[src/rtl/pc_fetch_ctrl_pkg.sv]
// Shared fetch-stage definitions: reset vector, instruction step and the
// redirect FSM state encoding.
package cpu_defs;

  localparam logic [31:0] PC_RESET_VECTOR = 32'hbfc0_0000;
  localparam int          INSTR_STEP      = 4;

  typedef logic state_t;

  localparam state_t ST_IDLE = 1'b0;
  localparam state_t ST_PEND = 1'b1;

endpackage : cpu_defs

[src/rtl/pc_redirect_buf.sv]
// One-entry buffer for a branch/jump target that arrived while fetch was
// stalled. A simultaneous load and clear keeps the new target but drops valid.
module pc_redirect_buf #(
  parameter int WIDTH = 32
) (
  input  logic             clk,
  input  logic             rst,
  input  logic             i_load,
  input  logic             i_clear,
  input  logic [WIDTH-1:0] i_target,
  output logic [WIDTH-1:0] o_target,
  output logic             o_valid
);

  logic [WIDTH-1:0] r_target;
  logic             r_valid;

  // NOTE: sequential state is written with non-blocking assignments so every
  // register samples the pre-edge value of its inputs.
  always_ff @(posedge clk or posedge rst) begin
    if (rst) begin
      r_target <= '0;
      r_valid  <= 1'b0;
    end else begin
      if (i_load)
        r_target <= i_target;
      else if (i_clear)
        r_target <= '0;

      if (i_clear)
        r_valid <= 1'b0;
      else if (i_load)
        r_valid <= 1'b1;
    end
  end

  assign o_target = r_target;
  assign o_valid  = r_valid;

endmodule : pc_redirect_buf

[src/rtl/pc_fetch_ctrl.sv]
// Fetch-stage program counter: reset > flush > redirect > sequential step,
// with stalled redirects parked in pc_redirect_buf until en returns.
module pc_fetch_ctrl
  import cpu_defs::*;
#(
  parameter int               WIDTH        = 32,
  parameter logic [WIDTH-1:0] RESET_VECTOR = WIDTH'(PC_RESET_VECTOR),
  parameter int               STEP         = INSTR_STEP
) (
  input  logic             clk,
  input  logic             rst,
  input  logic             en,
  input  logic             flush,
  input  logic [WIDTH-1:0] newpc,
  input  logic             redir_valid,
  input  logic [WIDTH-1:0] redir_target,
  output logic [WIDTH-1:0] pc,
  output logic [WIDTH-1:0] pc_plus_step,
  output logic             redir_pending,
  output logic             adel,
  output logic             fetch_valid
);

  logic [WIDTH-1:0] r_pc;
  state_t           r_state;

  logic [WIDTH-1:0] w_pc_next;
  state_t           w_state_next;
  logic [WIDTH-1:0] w_pc_plus_step;
  logic [WIDTH-1:0] w_pend_target;
  logic             w_pend_valid;
  logic             w_buf_load;
  logic             w_buf_clear;

  // Wraps modulo 2^WIDTH; there is deliberately no carry out.
  assign w_pc_plus_step = r_pc + WIDTH'(STEP);

  // NOTE: every signal assigned here gets a default first so no path leaves
  // it unassigned, which would otherwise infer a latch.
  always_comb begin
    w_pc_next    = r_pc;
    w_state_next = r_state;
    w_buf_load   = 1'b0;
    w_buf_clear  = 1'b0;

    if (flush) begin
      // Flush discards both an incoming and a buffered redirect.
      w_pc_next    = newpc;
      w_state_next = ST_IDLE;
      w_buf_clear  = 1'b1;
    end else if (r_state == ST_IDLE) begin
      if (redir_valid && en) begin
        w_pc_next = redir_target;
      end else if (redir_valid) begin
        w_buf_load   = 1'b1;
        w_state_next = ST_PEND;
      end else if (en) begin
        w_pc_next = w_pc_plus_step;
      end
    end else begin
      if (redir_valid) begin
        // The most recent redirect always replaces the buffered one.
        w_buf_load = 1'b1;
        if (en) begin
          w_pc_next    = redir_target;
          w_state_next = ST_IDLE;
          w_buf_clear  = 1'b1;
        end
      end else if (en) begin
        w_pc_next    = w_pend_target;
        w_state_next = ST_IDLE;
        w_buf_clear  = 1'b1;
      end
    end
  end

  always_ff @(posedge clk or posedge rst) begin
    if (rst) begin
      r_pc    <= RESET_VECTOR;
      r_state <= ST_IDLE;
    end else begin
      r_pc    <= w_pc_next;
      r_state <= w_state_next;
    end
  end

  pc_redirect_buf #(
    .WIDTH (WIDTH)
  ) u_redirect_buf (
    .clk      (clk),
    .rst      (rst),
    .i_load   (w_buf_load),
    .i_clear  (w_buf_clear),
    .i_target (redir_target),
    .o_target (w_pend_target),
    .o_valid  (w_pend_valid)
  );

  assign pc            = r_pc;
  assign pc_plus_step  = w_pc_plus_step;
  assign redir_pending = w_pend_valid;
  assign adel          = |r_pc[1:0];
  assign fetch_valid   = !adel && !rst;

endmodule : pc_fetch_ctrl

[config.mk]
export PLATFORM = sky130hd
export DESIGN_NAME = pc_fetch_ctrl
export DESIGN_NICKNAME = d
export VERILOG_FILES = /design/src/rtl/pc_fetch_ctrl_pkg.sv /design/src/rtl/pc_redirect_buf.sv /design/src/rtl/pc_fetch_ctrl.sv
export SDC_FILE = /design/constraint.sdc
export NUM_CORES = 1
export LEC_CHECK = 0
export BUFFER_PORTS_ARGS = -buffer_cell sky130_fd_sc_hd__buf_2
export CAP_MARGIN = 10
export CELL_PAD_IN_SITES_DETAIL_PLACEMENT = 0
export CELL_PAD_IN_SITES_GLOBAL_PLACEMENT = 1
export CORE_ASPECT_RATIO = 0.6
export CORE_MARGIN = 2
export CORE_UTILIZATION = 41
export DETAILED_ROUTE_END_ITERATION = 10
export HOLD_SLACK_MARGIN = 0.15
export PLACE_DENSITY = 0.89
export SLEW_MARGIN = 0
export SYNTH_ARGS = -nofsm -noshare
export SYNTH_HDL_FRONTEND = slang
export SYNTH_SLANG_ARGS = --single-unit
[constraint.sdc]
create_clock -name clk -period 4.9 [get_ports clk]
set_clock_uncertainty 0.2 [all_clocks]
set_input_delay 0.245 -clock clk [delete_from_list [all_inputs] [get_ports clk]]
set_output_delay 0.245 -clock clk [all_outputs]
set_load 0.03 [all_outputs]
### Yosys cells after proc, flatten, opt, wreduce, memory -nomap -nowiden

Index checks and enable logic that the tools add are counted.

| cells by class | value |
|---|---|
| $add $sub $neg | 1 |
| $mul | 0 |
| div/mod/pow operators | 0 |
| $lt $le $gt $ge | 0 |
| equality and inequality tests | 2 |
| shift-type cells | 0 |
| multiplexer cells | 22 |
| bitwise gates (word level) | 0 |
| reductions and logical operators | 8 |

Operator list:

| operator | number |
|---|---|
| 32-bit two-way mux | 10 |
| 32-bit by 3-bit adder with 32-bit output (second input constant) | 1 |
| 1-bit two-way mux | 12 |
| 4-bit by 2-bit inequality test with 1-bit output (second input constant) | 1 |
| 4-bit nonzero test | 1 |
| 3-bit inequality test (second input constant) | 1 |
| 3-bit AND reduction | 1 |
| 1-bit logical AND | 2 |
| 1-bit logical NOT | 2 |
| 2-bit nonzero test | 1 |
| 2-bit OR reduction | 1 |

| storage, ports and cells | value |
|---|---|
| register bits | 66 |
| bits in latches | 0 |
| bits in writable memories | 0 |
| ROM bits | 0 |
| bits of input ports | 69 |
| output and inout bits | 67 |
| memories | 0 |

### Depth between registers and ports, before layout

| depth | value |
|---|---|
| word-level depth | 6 |
| depth in mapped cells | 8 |
| mapped depth without buffers | 6 |

### By module

From an unflattened synthesis, not the netlist that was laid out.

| second synthesis, totals | value |
|---|---|
| cells, all modules | 510 |
| area total of the unflattened synthesis | 4394.2 µm² |

Modules (own cells, without submodules):

| module | instances | cells each | area an instance (µm²) | seq. area each (µm²) |
|---|---|---|---|---|
| pc_fetch_ctrl | 1 | 398 | 3067.9 | 837.1 |
| pc_redirect_buf | 1 | 112 | 1326.3 | 825.8 |

### Worst setup path after synthesis

OpenSTA, ideal clock, no wires.

| timing | value |
|---|---|
| path kind | register to output |
| start | register r_pc[2] (netlist: pc[2]) |
| end | output pc_plus_step[28] |
| arrival time | 2.263 ns |
| slack | 2.192 ns |
| cell stages (with the launch flop) | 6 |
| path buffers | 0 |
| cell sequence | dfrtp_1 -> ha_1 -> nand4_1 -> nor4_4 -> and4_1 -> xor2_1 |

| on the way | value |
|---|---|
| word-level cells in the longest chain between the ends | 1 |

RTL lines:

| item | RTL line | text |
|---|---|---|
| from (decl) | pc_fetch_ctrl.sv:24 | `logic [WIDTH-1:0] r_pc;` |
| from (signal assigned) | pc_fetch_ctrl.sv:82 | `r_pc <= w_pc_next;` |
| 32-bit by 3-bit adder with 32-bit output | pc_fetch_ctrl.sv:36 | `assign w_pc_plus_step = r_pc + WIDTH'(STEP);` |
| to (decl) | pc_fetch_ctrl.sv:18 | `output logic [WIDTH-1:0] pc_plus_step,` |

Every way passes these cells.

### Worst setup path after layout

| timing | value |
|---|---|
| start | register r_pc[2] (netlist: pc[2]) |
| end | output pc_plus_step[22] |

The elaborated chain is that of the path after synthesis.

==> flow_metrics.tcl <==
set metrics [dict create \
    period_share_pct 64.00 \
    swShare_pct 34.25 \
    status "finished clean" \
    drc 0 \
    rsz0062_at_grt "false" \
    final_hold_viol_count 0 \
    path_class "flop to output pin" \
    worstPathArrival_ns 2.69 \
    synth_top_cells_by_count "dfrtp_1, nor2_1, a21oi_1" \
    seqPwrFrac_pct 36.5 \
    synth.area.mux_share_pct 3.334 \
    cts.clk_slew.worst_paths_ns 0.05 \
    cp_max_fo 9 \
    drive_above_1_share_pct 29.58 \
    r2r_end "pc[5]" \
    ys.flop_type "dfrtp_1" \
    ys_types 62 \
    maxSlewViolCount 0 \
    syn_nets 524 \
    routed_wirelength_mm 14.47 \
    row_count 28 \
    critPathRequiredTime_ns 4.45 \
    hold_class "flop to flop" \
    synth-compound-area-share_pct 27.77 \
    maxCapViolations 0 \
    drtPass1Iterations 6 \
    port_buffers 135 \
    dieArea_um2 10910 \
    place.gp.congestion 0.8994 \
    worst-r2r-setup-slack_ns 2.17 \
    fillers 857 \
    grt_start_max_net_pins 67 \
    pwr-share-comb_pct 27.8 \
    vias 4504 \
    synth_seq_cells 66 \
    synth-edff-count 0 \
    antenna_found_initial 0 \
    die_h_um 81.72 \
    hold_path.startpoint "u_redirect_buf.o_target[13]" \
    cts_tree "yes" \
    startpoint_type "flop" \
    synth_area_leaders "dfrtp_1, a22o_1, dfstp_2, xnor2_1, a21oi_1" \
    p_sw_w 0.0006250 \
    p_int_w 0.001200 \
    synth_top_family_by_area "compound AO/OA/AOI/OAI gates" \
    grt_use_total_pct 27.18 \
    r2r_start "r_state" \
    synthXorXnorAreaFrac_pct 5.729 \
    clk_path_buf_depth 2 \
    antenna_left 0 \
    worstMarginPinSlew_ns 0.9279 \
    syn_to_final_growth_pct 41.92 \
    worstSetupEndpointType "output pin" \
    yosysMostFrequentCell "dfrtp_1" \
    hold_depth 1 \
    synth_fa_ha_area_share_pct 0.3031 \
    syn_inst 454 \
    fin_tns_setup_ns 0 \
    power_leakage_nw 2.649 \
    clk_latency_ns 0.34 \
    synth_seq_area_share_pct 40.28 \
    overflow 0 \
    htree_levels 3 \
    max_freq_ghz 0.3189 \
    post-route-min-period_ns 3.136 \
    synth_warnings 0 \
    cts_root_buffer "clkbuf_16" \
    via_per_inst 5.819 \
    synthesis.area_um2 4128 \
    cts-buffers-inserted 9 \
    vdd_drop_max_mv 0.1935 \
    fin_nets 704 \
    core-area_um2 9809 \
    hold_ws_ns 0.3067 \
    synth_top_area_share_pct 34.56 \
    power_density_nw_per_um2 311.4 \
    wl_per_cell_um 18.70 \
    hold_end "u_redirect_buf.o_target[13]" \
    start_util_pct 42.08 \
    dp_hpwl_mm 9.976 \
    synth-simple-area-share_pct 16.91 \
    clock_sinks 66 \
    pin_count 136 \
    first_global_vias 4126 \
    grt_first_pass_wirelength_mm 22.58 \
    yosys.area.top_type "dfrtp_1" \
    async_flop_share_pct 100.0 \
    cts-resized-gates 0 \
    drt_iter0_drc 459 \
    fp.dieW_um 133.5 \
    slew_headroom_pct 38.14 \
    synth_area_per_cell_um2 9.092 \
    p_clk_share_pct 35.7 \
    ff2ff_path_depth 4 \
    setup_viol 0 \
    antenna_cells 0 \
]
-- routing by layer --
layer	vias to the layer above	share of wire, %	GRT usage, %
li1	2062	-	-
met1	2183	48	40.74
met2	250	42	39.33
met3	9	9.3	6.481
met4	0	0.75	6.596
met5	-	0	0
-- metrics by stage --
step / setup slack (ns) / cells / utilization [%] / power, W / area, µm²
floorplan: 2.192 / 454 / - / 0.0009741 / 4128
global placement: 2.026 / 689 / 49.59 / 0.001125 / 4865
detailed placement: 1.937 / 689 / 49.59 / 0.001131 / 4865
CTS: 1.816 / 774 / 59.72 / 0.001824 / 5858
global route: 1.607 / 774 / 59.72 / 0.001900 / 5858
finish: 1.764 / 774 / 59.72 / 0.001824 / 5858
-- state kept, by name (all words and copies together) (netlist names) --
name                     count
u_redirect_buf.o_target     32
u_redirect_buf.o_valid       1
r_state                      1
pc                          32
-- power groups by stage --
| stage | combinational (W) | sequential, W | clock, W |
|---|---|---|---|
| after floorplan | 0.000266 | 0.000708 | 0 |
| after global placement | 0.000454 | 0.000671 | 0 |
| after detailed placement | 0.000459 | 0.000672 | 0 |
| after CTS | 0.000504 | 0.000664 | 0.000656 |
| after global routing | 0.000544 | 0.000673 | 0.000683 |
| final | 0.000507 | 0.000666 | 0.000652 |
-- worst max path at each step --
| stage | start | end | cells after the start |
|---|---|---|---|
| after detailed placement | redir_valid | u_redirect_buf.o_target[31] | 5 |
| final | pc[2] | pc_plus_step[22] | 6 |
| after CTS | pc[2] | pc_plus_step[22] | 6 |
| after floorplan | pc[2] | pc_plus_step[28] | 5 |
| after global routing | pc[4] | pc_plus_step[25] | 5 |
| after global placement | redir_valid | u_redirect_buf.o_target[9] | 5 |
-- layout by cell type, fill, tap and decap left out, drive strengths merged, types with 10 or more instances in the layout --
cell / Yosys / layout
dlygate4sd3: 0 / 69
nand3: 11 / 11
o21ai: 14 / 14
nand4: 10 / 10
nor2: 40 / 40
dfrtp: 57 / 57
clkbuf: 29 / 15
inv: 15 / 15
a22oi: 14 / 14
nand2: 29 / 29
xnor2: 21 / 21
buf: 12 / 141
a22o: 35 / 35
a21oi: 36 / 36
-- critical path, cell delays in order, from the launching register on --
cell     delay (ns)
dfrtp_1        0.48
ha_1           0.29
nand4_1        0.23
nor4_4         0.59
nand2_1        0.15
xnor2_1        0.34
buf_2          0.27
-- what timing repair did --
| item | in CTS | in global routing |
|---|---|---|
| hold buffers | 69 | 0 |
| hold endpoints to repair | 121 | 0 |
| setup buffers | 0 | 0 |
-- layout make-up --
cell class	instances	area (µm²)	area share, %
multi-input cells	330	2248	38.38
flip-flops and latches	66	1663	28.39
clock buffers	15	297.8	5.083
clock inverters	1	5.005	0.08543
well taps	135	168.9	2.883
repair buffers	210	1411	24.09
inverters	17	63.81	1.089
-- cell families (layout without fill, tap and decap cells) --
group	count (synthesis)	count (layout)
AOI/OAI and AO/OA	158	158
and+or+nand+nor	131	131
DFF	66	66
buffers and inverters	58	243
xor gates and xnor gates	27	27
muxes	13	13
adders and majority gates	1	1
Power figures use the tool's default switching activity.
